===== config.mk =====
export PLATFORM = sky130hd
export DESIGN_NAME = qed_dup_buffer_flat
export DESIGN_NICKNAME = d
export VERILOG_FILES = /design/src/rtl/qed_dup_buffer_if.sv /design/src/rtl/qed_dup_buffer.sv /design/src/flat_wrapper.sv
export SDC_FILE = /design/constraint.sdc
export NUM_CORES = 1
export LEC_CHECK = 0
export ABC_CLOCK_PERIOD_IN_PS = 3950
export CAP_MARGIN = 5
export CORE_ASPECT_RATIO = 1.4
export CORE_UTILIZATION = 55
export DETAILED_ROUTE_END_ITERATION = 12
export PLACE_DENSITY = 0.77
export SYNTH_ARGS = -nofsm -noshare
export SYNTH_HDL_FRONTEND = slang
export SYNTH_SLANG_ARGS = --single-unit

===== constraint.sdc =====
create_clock -name clk -period 3.95 [get_ports clk]
set_clock_uncertainty 0.15 [all_clocks]
set_input_delay 0.395 -clock clk [delete_from_list [all_inputs] [get_ports clk]]
set_output_delay 0.395 -clock clk [all_outputs]
set_load 0.02 [all_outputs]

===== src/rtl/qed_dup_buffer_if.sv =====
// Fetch-side, rewriter-side and control signals of the QED original/duplicate issue buffer.
interface qed_dup_buffer_if #(
    parameter int DEPTH = 16
);
    localparam int CNT_W = $clog2(DEPTH + 1);

    logic             ena;
    logic             exec_dup;
    logic [31:0]      ifu_instr;
    logic             ifu_valid;
    logic             ifu_ready;
    logic             dec_ready;
    logic [31:0]      qic_instr;
    logic             qic_valid;
    logic             qic_is_dup;
    logic [CNT_W-1:0] qed_cnt;
    logic             orig_done;

    modport master (
        output ena, exec_dup, ifu_instr, ifu_valid, dec_ready,
        input  ifu_ready, qic_instr, qic_valid, qic_is_dup, qed_cnt, orig_done
    );

    modport slave (
        input  ena, exec_dup, ifu_instr, ifu_valid, dec_ready,
        output ifu_ready, qic_instr, qic_valid, qic_is_dup, qed_cnt, orig_done
    );
endinterface


===== src/rtl/qed_dup_buffer.sv =====
// Records fetched instructions, then replays them in order as flagged duplicates.
// Latency: 0 cycles pass-through in ORIG; replay reads the registered buffer head.
// Backpressure: fetch is stalled while replaying or when the record buffer is full.
module qed_dup_buffer #(
    parameter int DEPTH = 16
) (
    input logic            clk,
    input logic            rst_n,
    qed_dup_buffer_if.slave bus
);
    localparam int PTR_W = $clog2(DEPTH);
    localparam int CNT_W = $clog2(DEPTH + 1);

    typedef enum logic {ST_ORIG, ST_DUP} state_t;

    state_t           state_q, state_d;
    logic [PTR_W-1:0] wr_ptr, rd_ptr;
    logic [CNT_W-1:0] count, count_next;
    logic             done_q, done_d;
    logic [31:0]      mem [DEPTH];

    logic             room, valid, ready, xfer, rec, pop;
    logic [31:0]      instr;

    function automatic logic [PTR_W-1:0] wrap_inc(input logic [PTR_W-1:0] p);
        return (p == PTR_W'(DEPTH - 1)) ? '0 : p + 1'b1;
    endfunction

    always_comb begin
        room       = !bus.ena || (count < CNT_W'(DEPTH));
        instr      = bus.ifu_instr;
        valid      = 1'b0;
        ready      = 1'b0;
        state_d    = state_q;
        done_d     = 1'b0;
        if (state_q == ST_ORIG) begin
            valid = rst_n && bus.ifu_valid && room;
            ready = rst_n && bus.dec_ready && room;
        end else begin
            instr = mem[rd_ptr];
            valid = rst_n;
        end
        xfer       = valid && bus.dec_ready;
        rec        = (state_q == ST_ORIG) && xfer && bus.ena;
        pop        = (state_q == ST_DUP) && xfer;
        count_next = count + CNT_W'(rec) - CNT_W'(pop);
        if (state_q == ST_ORIG) begin
            // A word accepted on the same edge as exec_dup joins the batch.
            if (bus.ena && ((count_next == CNT_W'(DEPTH)) ||
                            (bus.exec_dup && (count_next != '0))))
                state_d = ST_DUP;
        end else if (pop && (count_next == '0)) begin
            state_d = ST_ORIG;
            done_d  = 1'b1;
        end
    end

    always_ff @(posedge clk or negedge rst_n) begin
        if (!rst_n) begin
            state_q <= ST_ORIG;
            wr_ptr  <= '0;
            rd_ptr  <= '0;
            count   <= '0;
            done_q  <= 1'b0;
        end else begin
            state_q <= state_d;
            count   <= count_next;
            done_q  <= done_d;
            if (rec) wr_ptr <= wrap_inc(wr_ptr);
            if (pop) rd_ptr <= wrap_inc(rd_ptr);
        end
    end

    // Storage carries no reset; only the pointers define what is live.
    always_ff @(posedge clk) begin
        if (rec) mem[wr_ptr] <= bus.ifu_instr;
    end

    assign bus.qic_instr  = instr;
    assign bus.qic_valid  = valid;
    assign bus.qic_is_dup = (state_q == ST_DUP);
    assign bus.ifu_ready  = ready;
    assign bus.qed_cnt    = count;
    assign bus.orig_done  = done_q;
endmodule


===== src/flat_wrapper.sv =====
// flat-port wrapper written by rule: the top's interface ports become plain ports
module qed_dup_buffer_flat 
#(
    parameter int DEPTH = 16
)
  (clk, rst_n, bus_ena, bus_exec_dup, bus_ifu_instr, bus_ifu_valid, bus_dec_ready, bus_ifu_ready, bus_qic_instr, bus_qic_valid, bus_qic_is_dup, bus_qed_cnt, bus_orig_done);
  qed_dup_buffer_if #(.DEPTH(DEPTH)) bus_i ();
  input logic clk;
  input logic rst_n;
  input wire logic [$bits(bus_i.ena)-1:0] bus_ena;
  input wire logic [$bits(bus_i.exec_dup)-1:0] bus_exec_dup;
  input wire logic [$bits(bus_i.ifu_instr)-1:0] bus_ifu_instr;
  input wire logic [$bits(bus_i.ifu_valid)-1:0] bus_ifu_valid;
  input wire logic [$bits(bus_i.dec_ready)-1:0] bus_dec_ready;
  output wire logic [$bits(bus_i.ifu_ready)-1:0] bus_ifu_ready;
  output wire logic [$bits(bus_i.qic_instr)-1:0] bus_qic_instr;
  output wire logic [$bits(bus_i.qic_valid)-1:0] bus_qic_valid;
  output wire logic [$bits(bus_i.qic_is_dup)-1:0] bus_qic_is_dup;
  output wire logic [$bits(bus_i.qed_cnt)-1:0] bus_qed_cnt;
  output wire logic [$bits(bus_i.orig_done)-1:0] bus_orig_done;
  assign bus_i.ena = bus_ena;
  assign bus_i.exec_dup = bus_exec_dup;
  assign bus_i.ifu_instr = bus_ifu_instr;
  assign bus_i.ifu_valid = bus_ifu_valid;
  assign bus_i.dec_ready = bus_dec_ready;
  assign bus_ifu_ready = bus_i.ifu_ready;
  assign bus_qic_instr = bus_i.qic_instr;
  assign bus_qic_valid = bus_i.qic_valid;
  assign bus_qic_is_dup = bus_i.qic_is_dup;
  assign bus_qed_cnt = bus_i.qed_cnt;
  assign bus_orig_done = bus_i.orig_done;
  qed_dup_buffer #(.DEPTH(DEPTH)) u_core (.clk(clk), .rst_n(rst_n), .bus(bus_i));
endmodule

[After elaboration in Yosys (flattened, before gate mapping)]
Memory sizes are Yosys's and may differ from the RTL's.
Cells that the tools add are included.
Widths: inputs -> output; s select.
Word-level totals
  register bits after elaboration: 15
  latch bits: 0
  memory bits (writable): 512
  ROM bits: 0
  bits of input ports: 38
  output and inout bits: 41
  logic and storage cells: 43
  memories kept: 1
Memory list
  u_core.mem: words 16, bits a word 32, read ports 1, clocked after Yosys merged registers in 0, write ports 1, line qed_dup_buffer.sv:20  | logic [31:0] mem [DEPTH];
Cells by class
  add/subtract/negate cells: 4
  $mul: 0
  div/mod/pow operators: 0
  order comparisons: 1
  eq/ne operators: 3
  shift-type cells: 0
  mux-type cells: 12
  bitwise gates (word level): 1
  reductions and logical operators: 16
Operators by type and width (number)
  $mux 32: 1
  $logic_and 1x1->1: 11
  $mux 1: 9
  $add 4x1->4 const B: 2
  $eq 4x4->1 const B: 2
  $mux 4: 2
  $add 5x1->5: 1
  $eq 5x5->1 const B: 1
  $logic_not 5->1: 1
  $lt 5x5->1 const B: 1
  $reduce_bool 5->1: 1
  $sub 5x1->5: 1
  $logic_or 1x1->1: 2
  $logic_not 1->1: 1
  $not 1->1: 1

[Depth between registers and ports, before layout]
Gate-level depths: netlist (run 1).
  word-level depth: 15
  mapped depth: 11
  mapped depth without buffers: 10

[Worst setup path before layout (run 1)]
OpenSTA, ideal clock, no wires.
  kind: register to register
  start point: register u_core.state_q (netlist: u_core.bus.qic_is_dup)
  end point: memory u_core.mem[0][0] (enable)
  library setup time: 0.461 ns
  arrival time: 3.628 ns
  required time: 3.339 ns
  setup slack: -0.289 ns
  stages on the path, launching flop included: 6
  buffers on the path: 2
  period minus slack after synthesis: 4.239 ns
  path through: dfrtp_1 -> clkbuf_1 -> nor4_1 -> clkbuf_1 -> nand2_1 -> nor3_1
On the way
  cells in the longest elaborated chain, start to end: 6
  elaborated cells on any way between the ends: 7
  those cells by class: mux (3); bitwise (1); reduce/logical (3)
RTL lines
  start, declared: line qed_dup_buffer.sv:16  | state_t state_q, state_d;
  start signal, assigned: line qed_dup_buffer.sv:66  | state_q <= state_d;
  $mux 1: line qed_dup_buffer.sv:36  | if (state_q == ST_ORIG) begin
  $logic_and 1x1->1: line qed_dup_buffer.sv:43  | xfer = valid && bus.dec_ready;
  $logic_and 1x1->1 * (2 in a row): line qed_dup_buffer.sv:44  | rec = (state_q == ST_ORIG) && xfer && bus.ena;
  via u_core.rec: line qed_dup_buffer.sv:22  | logic room, valid, ready, xfer, rec, pop;
  $mux 1 *: line qed_dup_buffer.sv:76  | if (rec) mem[wr_ptr] <= bus.ifu_instr;
  $mux 1 (implied by the code) *: line qed_dup_buffer.sv:76
  end, declared: line qed_dup_buffer.sv:20
Mark *: on every way through the listed nets, which the timed path passes. The rest lies on a longest branch.

[Worst setup path in the final report (run 1)]
  start point: register u_core.rd_ptr[2]
  end point: output port bus_qic_instr[22]
On the way
  cells in the longest elaborated chain, start to end: 2
RTL lines
  start, declared: line qed_dup_buffer.sv:17  | logic [PTR_W-1:0] wr_ptr, rd_ptr;
  start signal, assigned: line qed_dup_buffer.sv:70  | if (pop) rd_ptr <= wrap_inc(rd_ptr);
  $mem_v2 16x32
  $mux 32: line qed_dup_buffer.sv:36
  end, declared: line flat_wrapper.sv:16  | output wire logic [$bits(bus_i.qic_instr)-1:0] bus_qic_instr;
No other way between the ends.

==> flow_summary_export.csv, run 1 <==
group,metric,value,unit
grt,grt_pass1_wl,64300,µm
place,gp_congestion,0.719,
power,cellPowerDensity,684,nW/µm²
place,place_inst,1475,
sta,fin_crit_sh,95.0,%
yosys,syn-mean-instance-area,21.9,µm²
finish,fin_nets,1108,
sta,slew_violations,0,
sta,fmax,0.266,GHz
finish,post-route-util,64.9,%
worst_setup_path,crit_arrival,3.21,ns
yosys,synth_cell_types,38,
detailed_routing,dr_total_vias,10089,
outcome,status,"finished clean",
yosys,synth-seq-cells,527,
floorplanning,io_pins,79,
worst_setup_path,rr_worst_depth,8,
detailed_routing,drc,0,
sta,final.setup.tns,0,ns
floorplanning,rows,83,
sta,layout_setup_ws,0.196,ns
worst_setup_path,end_kind,"output port",
floorplanning,die_y,230,µm
detailed_routing,wl_met2,22300,µm
yosys,synth_ff_type,"edfxtp_1",
power,ir_drop,0.000563,V
sta,slew_headroom,57.0,%
detailed_routing,via_per_inst,6.46,
run,cap_viol_max_count,0,
sta,worstMarginPinSlew,0.643,ns
yosys,ys_warn_count,0,
clock_tree,tritoncts,"built",
worst_setup_path,start_kind,"register",
yosys,synth.top_cell.area_share,75.2,%
grt,grt_pass1_vias,10256,
clock_tree,cts_resized,0,
clock_tree,numCtsBuffers,48,
clock_tree,htreeDepth,2,
yosys,yosysSeqAreaShare,77.1,%
grt,antenna_found_initial,2,
finish,final_layout_size_suffix_gt1_share,28.0,%
yosys,synthTopCellsByCount,"edfxtp_1, mux4_2, o22ai_1",
worst_setup_path,rr_endpoint,"u_core.bus.qic_is_dup$_DFF_PN0_",
clock_tree,postCtsHoldBufs,0,
worst_hold_path,hp-class,"in -> async",
finish,n_fill_cell,2347,
detailed_routing,wl_met3,2890,µm
floorplanning,die_w,165,µm
yosys,synth.most_common_cell,"edfxtp_1",
floorplanning,initial_core_util,55.7,%
yosys,synth_largest_area_cell,"edfxtp_1",
yosys,synth_fp_nets,984,
detailed_routing,initialDrtViolationCount,1024,
worst_setup_path,ff2ff_setup_slack,0.76,ns
place,dp_hpwl,23200,µm
clock_tree,cts_root_buf,"clkbuf_16",
clock_tree,clk_path_buf_depth,3,
grt,globalRouteOverflowTotal,0,
yosys,async_flop_share,2.85,%
place,portBuffers,78,
sta,rsz0062_at_grt,"no",
sta,finalHoldViolations,0,
grt,grt_start_max_net_pins,46,
power,leakage,7.45,nW
place,dpl_worst_slack,0.328,ns
sta,fin_crit,3.75,ns
floorplanning,die_area,37900,µm²
clock_tree,post_cts_buffers,0,
worst_setup_path,cp.required,3.40,ns
clock_tree,clk_pin_slew,0.07,ns
detailed_routing,routedWlPerCell,27.5,µm
detailed_routing,wl,42900,µm
yosys,syn_area,20400,µm²
detailed_routing,wl_met1,16500,µm
worst_setup_path,path_class,"reg -> out",
yosys,synth_edf_count,512,
detailed_routing,firstDrtPassIters,5,
grt,gr-usage-all-layers,23.6,%
yosys,syn_inst,935,
clock_tree,cts_sinks,527,
worst_setup_path,r2r_start,"u_core.bus.qic_is_dup$_DFF_PN0_",
worst_setup_path,worstPathMaxFanout,15,
finish,area_growth,16.4,%
finish,layoutNonFillerInstCount,1562,
floorplanning,core_area,36700,µm²
detailed_routing,highest-signal-layer,"met5",
clock_tree,clk_latency,0.57,ns
yosys,ys_top_cells_by_area,"edfxtp_1, mux4_2, o22ai_1, dfrtp_1, mux2_2",
sta,final-setup-viol-count,0,
detailed_routing,postRouteAntennaNets,0,
==> registers in the layout, indices dropped and copies added, names as in the netlist <==
signal                 cells
u_core.bus.orig_done       1
u_core.bus.qed_cnt         5
u_core.bus.qic_is_dup      1
u_core.mem               512
u_core.rd_ptr              4
u_core.wr_ptr              4
==> cell usage in the layout (no fill, tap or decap), drive strengths merged, types with 2 or more instances in the layout <==
cell	Yosys	final
xor2	2	2
mux2	32	32
nand2	17	17
a21oi	36	36
buf	29	50
nor3	6	6
dfrtp	15	15
clkdlybuf4s50	0	78
ha	10	10
nor2	14	14
clkinv	0	11
edfxtp	512	512
bufinv	0	3
o22ai	64	64
xnor2	4	4
o21ai	4	4
nand3	5	5
mux4	128	128
clkbuf	26	65
a21o	3	3
nand2b	3	3
inv	10	16
==> layout make-up <==
| class | instances | area, µm² | share of cell area [%] |
|---|---|---|---|
| flip-flops and latches | 527 | 15800 | 66.3 |
| multi-input cells | 343 | 4500 | 18.9 |
| repair buffers | 129 | 1340 | 5.65 |
| clock buffers | 64 | 1330 | 5.60 |
| well taps | 467 | 584 | 2.46 |
| clock inverters | 21 | 218 | 0.916 |
| inverters | 10 | 37.5 | 0.158 |
| diodes | 1 | 2.50 | 0.0105 |
==> per-stage QoR <==
stage | hold WS (ns) | power, mW | area, µm²
2_1_floorplan | -0.0506 | 9.95 | 20500
3_3_place_gp | 0.513 | 11.7 | 22200
3_5_place_dp | 0.554 | 11.8 | 22200
4_1_cts | 0.0926 | 16.4 | 23700
5_1_grt | 0.123 | 16.9 | 23800
6_report | 0.119 | 16.3 | 23800
==> how the worst max path moves through the flow <==
stage                                         start                               to  slack [ns]  cells past startpoint
floorplan           u_core.bus.qic_is_dup$_DFF_PN0_      u_core.mem[12][0]$_DFFE_PP_        0.57                      5
global placement                              rst_n  u_core.bus.qic_is_dup$_DFF_PN0_        0.44                     11
detailed placement                            rst_n  u_core.bus.qic_is_dup$_DFF_PN0_        0.33                     11
CTS                    u_core.rd_ptr[2]$_DFFE_PN0P_                bus_qic_instr[22]       0.002                      6
global route           u_core.rd_ptr[2]$_DFFE_PN0P_                bus_qic_instr[22]        0.03                      6
finish                 u_core.rd_ptr[2]$_DFFE_PN0P_                bus_qic_instr[22]        0.20                      6
==> worst max-delay path, cell delays in order, from the launching register on <==
cell and delay (ns):
dfrtp_4 0.64, buf_4 0.34, mux4_2 0.57, mux2_2 0.29, o22ai_1 0.17, a21oi_1 0.08
clkdlybuf4s50_1 0.56
==> metal layers <==
metal / track usage (%) / vias up
met3: 3.14 / 85
met1: 32.5 / 5321
met2: 38.9 / 484
li1: - / 4197
met4: 8.34 / 2
met5: 0 / -
==> logic make-up (layout without fill, tap and decap cells) <==
group	count (synthesis)	after routing	synth area share (%)
flip-flops	527	527	77.1
multiplexers	160	160	15.9
AO/OA/AOI/OAI	112	112	3.25
buffers and inverters	65	224	1.59
AND/OR/NAND/NOR	54	54	1.24
adder cells (fa/ha/maj)	11	11	0.710
XOR/XNOR	6	6	0.257
other	0	1	0
==> report_power, final <==
group / switching [mW] / leakage (nW) / internal (mW)
combinational: 2.65 / 1.91 / 2.58
sequential: 0.226 / 4.78 / 6.22
clock: 2.00 / 0.762 / 2.59
total: 4.87 / 7.45 / 11.4
No activity file was read; power rests on OpenSTA's default activity.
==> inputs of run 2 (changes only) <==
--- a/config.mk
+++ b/config.mk
@@ -6,7 +6,7 @@
 export NUM_CORES = 1
 export LEC_CHECK = 0
 export ABC_CLOCK_PERIOD_IN_PS = 3950
-export CAP_MARGIN = 5
+export CAP_MARGIN = 0
 export CORE_ASPECT_RATIO = 1.4
 export CORE_UTILIZATION = 55
 export DETAILED_ROUTE_END_ITERATION = 12
==> results of run 2 <==
No change in the layout: final DEF, timing and power equal those of run 1.
